--- src/rtl/ahb_lite_fill_master.sv ---
// rtl/ahb_lite_fill_master.sv - AHB-Lite initiator filling consecutive words with a constant or incrementing value
module ahb_lite_fill_master (
    input  logic        HCLK,
    input  logic        HRESETn,
    input  logic        cmd_valid,
    output logic        cmd_ready,
    input  logic [31:0] cmd_addr,
    input  logic [15:0] cmd_len,
    input  logic [31:0] cmd_data,
    input  logic        cmd_incr,
    output logic        done,
    output logic        err,
    output logic        busy,
    output logic [31:0] HADDR,
    output logic [1:0]  HTRANS,
    output logic        HWRITE,
    output logic [2:0]  HSIZE,
    output logic [2:0]  HBURST,
    output logic [3:0]  HPROT,
    output logic        HMASTLOCK,
    output logic [31:0] HWDATA,
    input  logic        HREADY,
    input  logic        HRESP
);

    typedef enum logic [1:0] {S_IDLE, S_ADDR, S_LAST, S_ERR} state_t;

    state_t      state;
    state_t      state_nxt;
    logic        accept;
    logic        beat_adv;
    logic        finish_ok;
    logic        finish_err;
    logic [31:0] addr_q;
    logic [15:0] remaining;
    logic [15:0] beat_idx;
    logic [31:0] fill_q;
    logic        incr_q;
    logic [31:0] hwdata_q;
    logic        done_q;
    logic        err_q;
    logic        unused_addr_bits;

    assign unused_addr_bits = ^cmd_addr[1:0];

    always_ff @(posedge HCLK or negedge HRESETn) begin
        if (!HRESETn) begin
            state <= S_IDLE;
        end else begin
            state <= state_nxt;
        end
    end

    // An ERROR response in ADDR belongs to the previous beat's data phase;
    // the address currently on the bus is dropped, never retried.
    always_comb begin
        state_nxt  = state;
        accept     = 1'b0;
        beat_adv   = 1'b0;
        finish_ok  = 1'b0;
        finish_err = 1'b0;
        case (state)
            S_IDLE: begin
                if (cmd_valid) begin
                    accept = 1'b1;
                    if (cmd_len != 16'd0) begin
                        state_nxt = S_ADDR;
                    end
                end
            end
            S_ADDR: begin
                if (HRESP) begin
                    if (HREADY) begin
                        finish_err = 1'b1;
                        state_nxt  = S_IDLE;
                    end else begin
                        state_nxt = S_ERR;
                    end
                end else if (HREADY) begin
                    beat_adv = 1'b1;
                    if (remaining == 16'd1) begin
                        state_nxt = S_LAST;
                    end
                end
            end
            S_LAST: begin
                if (HRESP) begin
                    if (HREADY) begin
                        finish_err = 1'b1;
                        state_nxt  = S_IDLE;
                    end else begin
                        state_nxt = S_ERR;
                    end
                end else if (HREADY) begin
                    finish_ok = 1'b1;
                    state_nxt = S_IDLE;
                end
            end
            S_ERR: begin
                if (HREADY) begin
                    finish_err = 1'b1;
                    state_nxt  = S_IDLE;
                end
            end
            default: state_nxt = S_IDLE;
        endcase
    end

    always_ff @(posedge HCLK or negedge HRESETn) begin
        if (!HRESETn) begin
            addr_q    <= 32'd0;
            remaining <= 16'd0;
            beat_idx  <= 16'd0;
            fill_q    <= 32'd0;
            incr_q    <= 1'b0;
            hwdata_q  <= 32'd0;
            done_q    <= 1'b0;
            err_q     <= 1'b0;
        end else begin
            done_q <= 1'b0;
            if (accept) begin
                addr_q    <= {cmd_addr[31:2], 2'b00};
                remaining <= cmd_len;
                beat_idx  <= 16'd0;
                fill_q    <= cmd_data;
                incr_q    <= cmd_incr;
                err_q     <= 1'b0;
                if (cmd_len == 16'd0) begin
                    done_q <= 1'b1;
                end
            end
            // Write data is captured as the address phase completes, so it is
            // present from the first data-phase cycle and frozen across stalls.
            if (beat_adv) begin
                addr_q    <= addr_q + 32'd4;
                remaining <= remaining - 16'd1;
                beat_idx  <= beat_idx + 16'd1;
                hwdata_q  <= fill_q + (incr_q ? {16'd0, beat_idx} : 32'd0);
            end
            if (finish_ok) begin
                done_q <= 1'b1;
            end
            if (finish_err) begin
                done_q <= 1'b1;
                err_q  <= 1'b1;
            end
        end
    end

    assign cmd_ready = (state == S_IDLE);
    assign done      = done_q;
    assign err       = err_q;
    assign busy      = (state != S_IDLE) || done_q;
    assign HADDR     = addr_q;
    assign HTRANS    = (state == S_ADDR) ? 2'b10 : 2'b00;
    assign HWRITE    = (state == S_ADDR);
    assign HSIZE     = 3'b010;
    assign HBURST    = 3'b000;
    assign HPROT     = 4'b0011;
    assign HMASTLOCK = 1'b0;
    assign HWDATA    = hwdata_q;

endmodule

--- config.mk ---
export PLATFORM = sky130hd
export DESIGN_NAME = ahb_lite_fill_master
export DESIGN_NICKNAME = d
export VERILOG_FILES = /design/src/rtl/ahb_lite_fill_master.sv
export SDC_FILE = /design/constraint.sdc
export NUM_CORES = 1
export LEC_CHECK = 0
export BUFFER_PORTS_ARGS = -buffer_cell sky130_fd_sc_hd__buf_2
export CAP_MARGIN = 40
export CORE_UTILIZATION = 50
export DETAILED_ROUTE_END_ITERATION = 16
export GPL_ROUTABILITY_DRIVEN = 1
export HOLD_SLACK_MARGIN = 0.1
export PLACE_DENSITY_LB_ADDON = 0.2
export SLEW_MARGIN = 20
export SYNTH_ARGS = -nofsm -noshare
export SYNTH_HDL_FRONTEND = slang
export SYNTH_SLANG_ARGS = --single-unit
--- constraint.sdc ---
create_clock -name HCLK -period 6.01 [get_ports HCLK]
set_input_delay 0.601 -clock HCLK [delete_from_list [all_inputs] [get_ports HCLK]]
set_output_delay 0.601 -clock HCLK [all_outputs]
set_load 0.02 [all_outputs]
==> impl_metrics.ini, run 1 <==
[outcome]
status = finished clean

[setup_path]
path_max_fanout = 17
required_ps = 6290
cp_data_arrival_time_ps = 3390
critPathLaunch = incr_q$_DFFE_PN0P_
worstSetupPathType = flop to flop
start_kind = flop
critPathCaptureType = flop
reg2reg_from = incr_q$_DFFE_PN0P_

[global_route]
grt_max_degree = 63
grt_usage_pct = 24.4
antenna_found_initial = 1
grt-ovfl-total = 0
grt_pass1_wl_mm = 30.5
grt_pass1_vias = 6117

[die]
ioPinCount = 168
dieWidth_um = 124
chipHeight_um = 124
start_util_pct = 51.4
die_area_um2 = 15500
core.rowCount = 44
core_area_um2 = 14600

[sta]
hold_viol = 0
finalCritPeriodShare_pct = 51.8
rsz0062_at_grt = false
finalSetupTns_ps = 0
min_period_ps = 3120
worstMarginPinSlew_ps = 682
final-setup-viol-count = 0
slew_viol_final = 0
skew_ps = 5.79
fin_ws_ps = 2890
fmax_mhz = 321
slew_headroom_pct = 54.4

[finish]
area_growth_pct = 19.4
antennaDiodeCount = 0
final_nets = 1078
fill_cells = 1311
drive_gt1_share_pct = 25.5
final_core_util_pct = 61.4

[place]
dp_hpwl_mm = 12.8
place_ws_ps = 2940
gp_congestion = 0.813
port_buffers = 151

[clocking]
tritoncts = yes
post_cts_resized = 0
cts.sinks = 131
htree_levels = 4
cts.clk_slew.worst_paths_ps = 60
cts_buffers = 17
clock_latency_ps = 420
cts_setup_buffers = 0
cts_buffer_depth = 2
cts_hold_buf = 0
cts_root_buffer = clkbuf_16

[routing]
drt_wl_total_mm = 18.4
wl_per_cell_um = 15.8
via_per_inst = 5.68
vias = 6607
drtPass1Iterations = 5
dr.first_iter.drc_count = 370
drc_errors = 0
ant_nets = 0

[pwr]
leakagePower_uw = 0.00401
max-vdd-ir-drop_v = 0.000325
power_uw = 4400
p_per_area_nw_per_um2 = 491

[hold_path]
hold_path_class = input pin to async pin

[yosys]
syn-instance-count = 826
synth_edf_count = 0
async_flop_share_pct = 100
synth.distinct_cells = 67
syn_area_per_cell_um2 = 9.08
yosys_warnings = 0
netlist_area_um2 = 7500
synth_seq_cells = 131
seq_area_frac_synth_pct = 43.7
ys.flop_type = dfrtp_1

[run]
drv_cap = 0
per-layer routing:
metal / track usage (%) / routed length, um
met1: 34.0 / 8590
met2: 38.1 / 8590
met3: 6.10 / 974
met4: 6.24 / 187
met5: 0 / 13
state kept, by name, indices dropped and copies added (netlist names):
name / count
HADDR: 30
HWDATA: 32
beat_idx: 16
done: 1
err: 1
fill_q: 32
incr_q: 1
remaining: 16
state: 2
kinds of logic after synthesis:
family	count (synthesis)	synth area share, %
AND/OR/NAND/NOR	321	20.4
other	2	0.100
AO/OA/AOI/OAI	208	17.5
XOR/XNOR	26	3.04
flip-flops	131	43.7
buffers and inverters	71	4.82
multiplexers	42	6.16
adder cells (fa/ha/maj)	25	4.27
cell type report:
| type | instances | area, um^2 | share of cell area (%) |
|---|---|---|---|
| Clock buffer | 18 | 439 | 4.90 |
| Tap cell | 184 | 230 | 2.57 |
| Timing Repair Buffer | 160 | 840 | 9.38 |
| Sequential cell | 131 | 3280 | 36.6 |
| Inverter | 21 | 78.8 | 0.880 |
| Clock inverter | 14 | 178 | 1.98 |
| Multi-Input combinational cell | 636 | 3910 | 43.7 |
cell usage after synthesis (3+ instances only):
cell	instances	share of area (%)
a211oi_1	17	1.7
a21o_1	6	0.60
a21oi_1	56	3.7
a221o_1	3	0.40
a311oi_1	3	0.35
a31oi_1	9	0.75
and2_1	17	1.4
and3_1	12	1.0
buf_1	3	0.15
buf_4	15	1.5
clkbuf_1	27	1.4
clkbuf_8	3	0.55
dfrtp_1	131	44
ha_1	24	4.0
inv_1	21	1.1
mux2_2	33	5.0
mux2i_1	9	1.2
nand2_1	103	5.2
nand2_2	3	0.25
nand2b_1	7	0.58
nand3_1	50	3.3
nand4_1	12	1.0
nor2_1	75	3.8
nor2b_1	4	0.33
nor3_1	13	0.87
nor4_1	5	0.42
o211ai_1	6	0.60
o21ai_0	72	4.8
o22ai_1	5	0.42
o311ai_0	3	0.35
o31ai_1	3	0.30
o32ai_1	4	0.47
or2_2	3	0.25
or3_1	3	0.25
xnor2_1	16	1.9
xor2_1	10	1.2
report_power, final:
part           switching, uW  internal [uW]  leakage (uW)  total (uW)
Clock                    415            668      0.000290        1080
Sequential               372           1250       0.00157        1630
Combinational           1020            668       0.00215        1690
layout by cell type (no fill, tap or decap), types with 5 or more instances in the layout:
cell,n
nand3_1,49
and2_1,16
o21ai_0,72
o211ai_1,6
mux2i_1,9
mux2_2,33
a211oi_1,17
conb_1,14
buf_2,151
a21oi_1,56
nand2b_1,7
xor2_1,10
nor3_1,13
nand4_1,12
dfrtp_1,131
a31oi_1,9
a21o_1,6
xnor2_1,16
nand2_1,102
nor2_1,75
clkbuf_16,17
and3_1,12
ha_1,24
inv_1,21
o22ai_1,5
nor4_1,5
buf_4,7
final timing paths:
path / cells past startpoint / to / slack (ps)
max in group asynchronous: 3 / remaining[8]$_DFFE_PN0P_ / 4740
setup / recovery: 11 / HWDATA[26]$_DFFE_PN0P_ / 2890
hold reg to reg: 2 / HWDATA[0]$_DFFE_PN0P_ / 470
hold / removal: 1 / HWDATA[1]$_DFFE_PN0P_ / 150
min in group HCLK: 2 / fill_q[19]$_DFFE_PN0P_ / 410
setup reg to reg: 11 / HWDATA[26]$_DFFE_PN0P_ / 2890
metrics by stage:
step | hold slack, ps | cell area, um^2 | cells
after global placement | 457 | 8310 | 1130
final | 150 | 8950 | 1164
after CTS | 161 | 8950 | 1164
after detailed placement | 463 | 8340 | 1132
after global routing | 186 | 8950 | 1164
after floorplan | 305 | 7540 | 838
critical path: stages, from the launching register on:
cell       delay [ps]
dfrtp_1           560
and2_1            200
ha_1              200
inv_1              70
fa_1              390
nor2b_1           160
o2111ai_1         160
a21oi_1           310
o211ai_2          270
a2111oi_4         420
xnor2_1           150
o21ai_0            80
No activity file was read; power rests on OpenSTA's default activity.
==> run 2, diff against run 1 <==
clock period = 2.5 ns   (was 6.01 ns; I/O delays follow)
==> run 2 against run 1 <==
Against the previous run:
- the run now ends with negative setup slack left
- cell count grew 9.0%
- sequential cell count is the same
- hold slack got worse by 36 ps
- sequential power grew 140%
- design area up 13%
- clock-buffer cell count unchanged
- die area did not move
- maximum frequency up 23%
- largest cell class unchanged
==> impl_metrics.ini, run 2 (same netlist as run 1, synthesis figures left out) <==
[outcome]
status = finished with violations
violations = negative setup slack

[global_route]
grt_pass1_vias = 7024
antenna_found_initial = 0
grt_pass1_wl_mm = 34.1
grt_max_degree = 58
grt-ovfl-total = 0
grt_usage_pct = 27.3

[pwr]
max-vdd-ir-drop_v = 0.000709
p_per_area_nw_per_um2 = 1110
leakagePower_uw = 0.00452

[place]
place_area_um2 = 8700
placed_cells = 1175
port_buffers = 151
gp_congestion = 0.862
dp_hpwl_mm = 13.8

[sta]
fin_ws_ps = -26.7
min_period_ps = 2530
worstMarginPinSlew_ps = 613
final-setup-viol-count = 4
hold_viol = 0
rsz0062_at_grt = true
skew_ps = 6.77
slew_viol_final = 0
fmax_mhz = 396
slew_headroom_pct = 59.0
finalCritPeriodShare_pct = 101

[routing]
wl_per_cell_um = 16.0
dr.first_iter.drc_count = 430
drc_errors = 0
drt_wl_total_mm = 20.3
via_per_inst = 5.53
drtPass1Iterations = 5
vias = 7016
ant_nets = 0

[finish]
fin_cells = 1269
antennaDiodeCount = 0
drive_gt1_share_pct = 29.6
final_core_util_pct = 69.1
final_nets = 1183
mostFrequentLayoutCells = 150 x buf_2, 131 x dfrtp_1, 100 x nand2_1
final_common_cell = buf_2
area_growth_pct = 34.4
design_area_um2 = 10100

[setup_path]
path_max_fanout = 8
start_kind = flop
required_ps = 2790
critPathLaunch = incr_q$_DFFE_PN0P_
cp_data_arrival_time_ps = 2810
reg2reg_from = incr_q$_DFFE_PN0P_
worstSetupPathType = flop to flop
critPathCaptureType = flop

[clocking]
cts_buffers = 17
clock_latency_ps = 430
cts.clk_slew.worst_paths_ps = 60
htree_levels = 4
cts_buffer_depth = 2
tritoncts = yes
cts_root_buffer = clkbuf_16
cts.sinks = 131

[die]
ioPinCount = 168
start_util_pct = 51.4
chipHeight_um = 124
die_area_um2 = 15500
core.rowCount = 44
core_area_um2 = 14600
dieWidth_um = 124

[run]
drv_cap = 0

[hold_path]
hold_start = cmd_len[9]
hold_path_class = input pin to flop
## run 2: changes by cell type in the layout (fill, tap and decap cells not counted), sizes merged
cell	before	now
buf	160	207
clkinv	4	5
dlygate4sd3	0	58
clkinvlp	4	2
inv	24	25
## run 2: layout make-up
type / instances / area [um^2]
Fill cell: 1148 / 4510
Inverter: 21 / 78.8
Timing Repair Buffer: 265 / 1820
Sequential cell: 131 / 3280
Multi-Input combinational cell: 636 / 4060
Clock buffer: 18 / 439
Clock inverter: 14 / 176
Tap cell: 184 / 230
## run 2: metal layers
| layer | up-vias | wire length [um] | global-route usage, % |
|---|---|---|---|
| met5 | - | 0 | 0 |
| met4 | 0 | 364 | 8.65 |
| met3 | 33 | 1020 | 5.76 |
| met2 | 222 | 9970 | 45.5 |
| met1 | 3331 | 8930 | 35.4 |
| li1 | 3430 | - | - |
## run 2: worst paths after layout
| kind | slack (ps) | to | cells after the start |
|---|---|---|---|
| min in group asynchronous | 360 | fill_q[2]$_DFFE_PN0P_ | 2 |
| hold / removal | 110 | remaining[9]$_DFFE_PN0P_ | 3 |
| hold reg to reg | 480 | HWDATA[4]$_DFFE_PN0P_ | 2 |
| setup / recovery | -30 | HWDATA[26]$_DFFE_PN0P_ | 12 |
| setup reg to reg | -30 | HWDATA[26]$_DFFE_PN0P_ | 12 |
| max in group asynchronous | 1420 | HADDR[17]$_DFFE_PN0P_ | 3 |
## run 2: through the flow
| stage | setup TNS, ps | worst slack, ps | total power (uW) | hold slack [ps] |
|---|---|---|---|---|
| final | -55.3 | -26.7 | 11100 | 114 |
| after global routing | -1480 | -193 | 11900 | 112 |
| after CTS | -55.8 | -32.3 | 11100 | 105 |
| after detailed placement | -541 | -85.8 | 8310 | 252 |
| after global placement | -160 | -66.8 | 8200 | 245 |
| after floorplan | -14.7 | -14.7 | 6720 | -45.6 |
## run 2: power breakdown
part | internal [uW] | switching (uW)
clock network | 1610 | 1010
registers | 3010 | 905
logic | 1960 | 2640
## run 2: repair_timing
| item | CTS | global route |
|---|---|---|
| hold buffers | 58 | 0 |
| hold endpoints to repair | 109 | 0 |
| setup buffers | 0 | 4 |
| endpoints found under the setup margin | 12 | 31 |
| pin swaps | 4 | 7 |
| gates resized for setup | 16 | 21 |
## run 2: critical path: stages, from the launching register on
cell	delay, ps
dfrtp_1	360
and2_1	130
ha_2	180
inv_1	50
fa_2	360
nor2b_4	140
o2111ai_2	140
a21oi_2	210
o211ai_2	120
buf_12	160
a2111oi_4	290
xnor2_1	150
o21ai_1	80
==> run 3, diff against run 2 <==
CORE_UTILIZATION = 25   (was 50)
CTS_BUF_LIST = sky130_fd_sc_hd__clkbuf_2 sky130_fd_sc_hd__clkbuf_4 sky130_fd_sc_hd__clkbuf_8   (was unset)
==> run 3 against run 2 <==
Against the previous run:
- the run still ends with negative setup slack left
- global-route usage down 12 points
- first-iteration DRC count down 16%
- utilization down 33 points
- sequential power up 1%
- clock-buffer cell count up 1
- die area up 98%
- sequential cell count unchanged
- clock power down 23%
- clock skew up 13 ps
- critical path type unchanged
- critical endpoint is now HWDATA[17]$_DFFE_PN0P_
==> impl_metrics.ini, run 3 (same netlist as run 1, synthesis figures left out) <==
[place]
dp_hpwl_mm = 16.6
port_buffers = 151
gp_congestion = 0.813
place_area_um2 = 9050

[clocking]
cts.sinks = 131
tritoncts = yes
htree_levels = 4
clock_latency_ps = 460
cts_root_buffer = clkbuf_8
cts.clk_slew.worst_paths_ps = 90
cts_buffer_depth = 2
cts_buffers = 17

[finish]
mostFrequentLayoutCells = 150 x buf_2, 130 x dfrtp_1, 101 x nand2_1
final_nets = 1218
final_core_util_pct = 36.0
fill_cells = 3077
area_growth_pct = 42.1
design_area_um2 = 10700
drive_gt1_share_pct = 31.6
final_common_cell = buf_2
register_area_um2 = 3280
antennaDiodeCount = 0
multi_input_area_um2 = 4220

[routing]
drtPass1Iterations = 4
wl_met2_mm = 11.4
vias = 7017
wl_per_cell_um = 15.6
routedLengthMet1_mm = 11.3
dr.first_iter.drc_count = 362
ant_nets = 0
drt_wl_total_mm = 23.5
wl_met3_um = 678
via_per_inst = 4.65
drc_errors = 0
dr.max_layer_used = met4

[setup_path]
cp_data_arrival_time_ps = 2890
reg2reg_slack_ps = -70
critPathCaptureType = flop
worstSetupPathType = flop to flop
worst-r2r-cell-count = 12
start_kind = flop
required_ps = 2820
path_max_fanout = 6

[pwr]
p_per_area_nw_per_um2 = 1030
max-vdd-ir-drop_v = 0.000510
leakagePower_uw = 0.00462

[sta]
slew_viol_final = 0
final-setup-viol-count = 9
rsz0062_at_grt = true
fin_ws_ps = -73.8
hold_viol = 0
skew_ps = 20.2
fmax_mhz = 389
worstMarginPinSlew_ps = 592
min_period_ps = 2570
fin_hold_ws_ps = 143
finalCritPeriodShare_pct = 103
slew_headroom_pct = 60.2

[die]
start_util_pct = 25.4
ioPinCount = 168
chipHeight_um = 175
core.rowCount = 63
die_area_um2 = 30700
core_area_um2 = 29600
dieWidth_um = 175

[global_route]
grt_pass1_wl_mm = 37.6
grt_pass1_vias = 7071
grt_max_degree = 56
grt_usage_pct = 15.6
antenna_found_initial = 0
grt-ovfl-total = 0

[outcome]
status = finished with violations
violations = negative setup slack

[run]
drv_cap = 0

[hold_path]
min_path_cells = 4
hold_path_class = input pin to flop
==> run 3: cell type report <==
class / instances / area share [%]
sequential: 131 / 30.8
clock buffer: 19 / 2.45
multi-input combinational: 636 / 39.6
inverter: 21 / 0.740
tap: 390 / 4.58
clock inverter: 13 / 1.50
timing repair buffer: 300 / 20.3
==> run 3: path summary, 6_finish.rpt <==
path                                       start                endpoint
setup / recovery              incr_q$_DFFE_PN0P_  HWDATA[17]$_DFFE_PN0P_
hold / removal                             HRESP    state[1]$_DFFE_PN0P_
setup reg to reg              incr_q$_DFFE_PN0P_  HWDATA[17]$_DFFE_PN0P_
hold reg to reg            HWDATA[3]$_DFFE_PN0P_   HWDATA[3]$_DFFE_PN0P_
max in group asynchronous                HRESETn      incr_q$_DFFE_PN0P_
min in group asynchronous                HRESETn   HADDR[21]$_DFFE_PN0P_
==> run 3: metrics by stage <==
stage | std cells | total power [uW] | worst slack, ps | TNS (ps)
global route | 1510 | 11800 | -201 | -2290
finish | 1510 | 11000 | -73.8 | -437
global placement | 1393 | 8510 | -102 | -525
floorplan | 838 | 6720 | -14.7 | -14.7
CTS | 1502 | 10800 | -90.6 | -424
detailed placement | 1393 | 8540 | -135 | -835
==> run 3: layer usage <==
metal,global-route usage (%),vias up
met5,0,-
met4,4.13,0
met3,2.76,11
met2,25.5,118
met1,21.1,3391
li1,-,3497
==> run 3: critical path, cell delays in order (launching register included) <==
cell	delay (ps)
dfrtp_2	440
buf_12	140
buf_8	120
and2_4	140
ha_4	290
nand4b_1	150
buf_4	170
a21oi_1	230
nor3_1	130
o31ai_2	230
buf_4	190
xnor2_1	110
o21ai_0	90
==> run 3: what timing repair did <==
action,CTS,global route
pin swaps,3,14
gates cloned,0,1
resized for setup,12,52
endpoints found under the setup margin,17,24
hold endpoints to repair,119,0
hold buffers,77,0
buffers inserted,0,8
==> run 3: report_power, final <==
group / switching (uW) / internal (uW) / leakage [uW]
combinational: 2750 / 2240 / 0.00283
clock: 1020 / 981 / 0.000213
sequential: 963 / 3010 / 0.00157
total: 4730 / 6220 / 0.00462
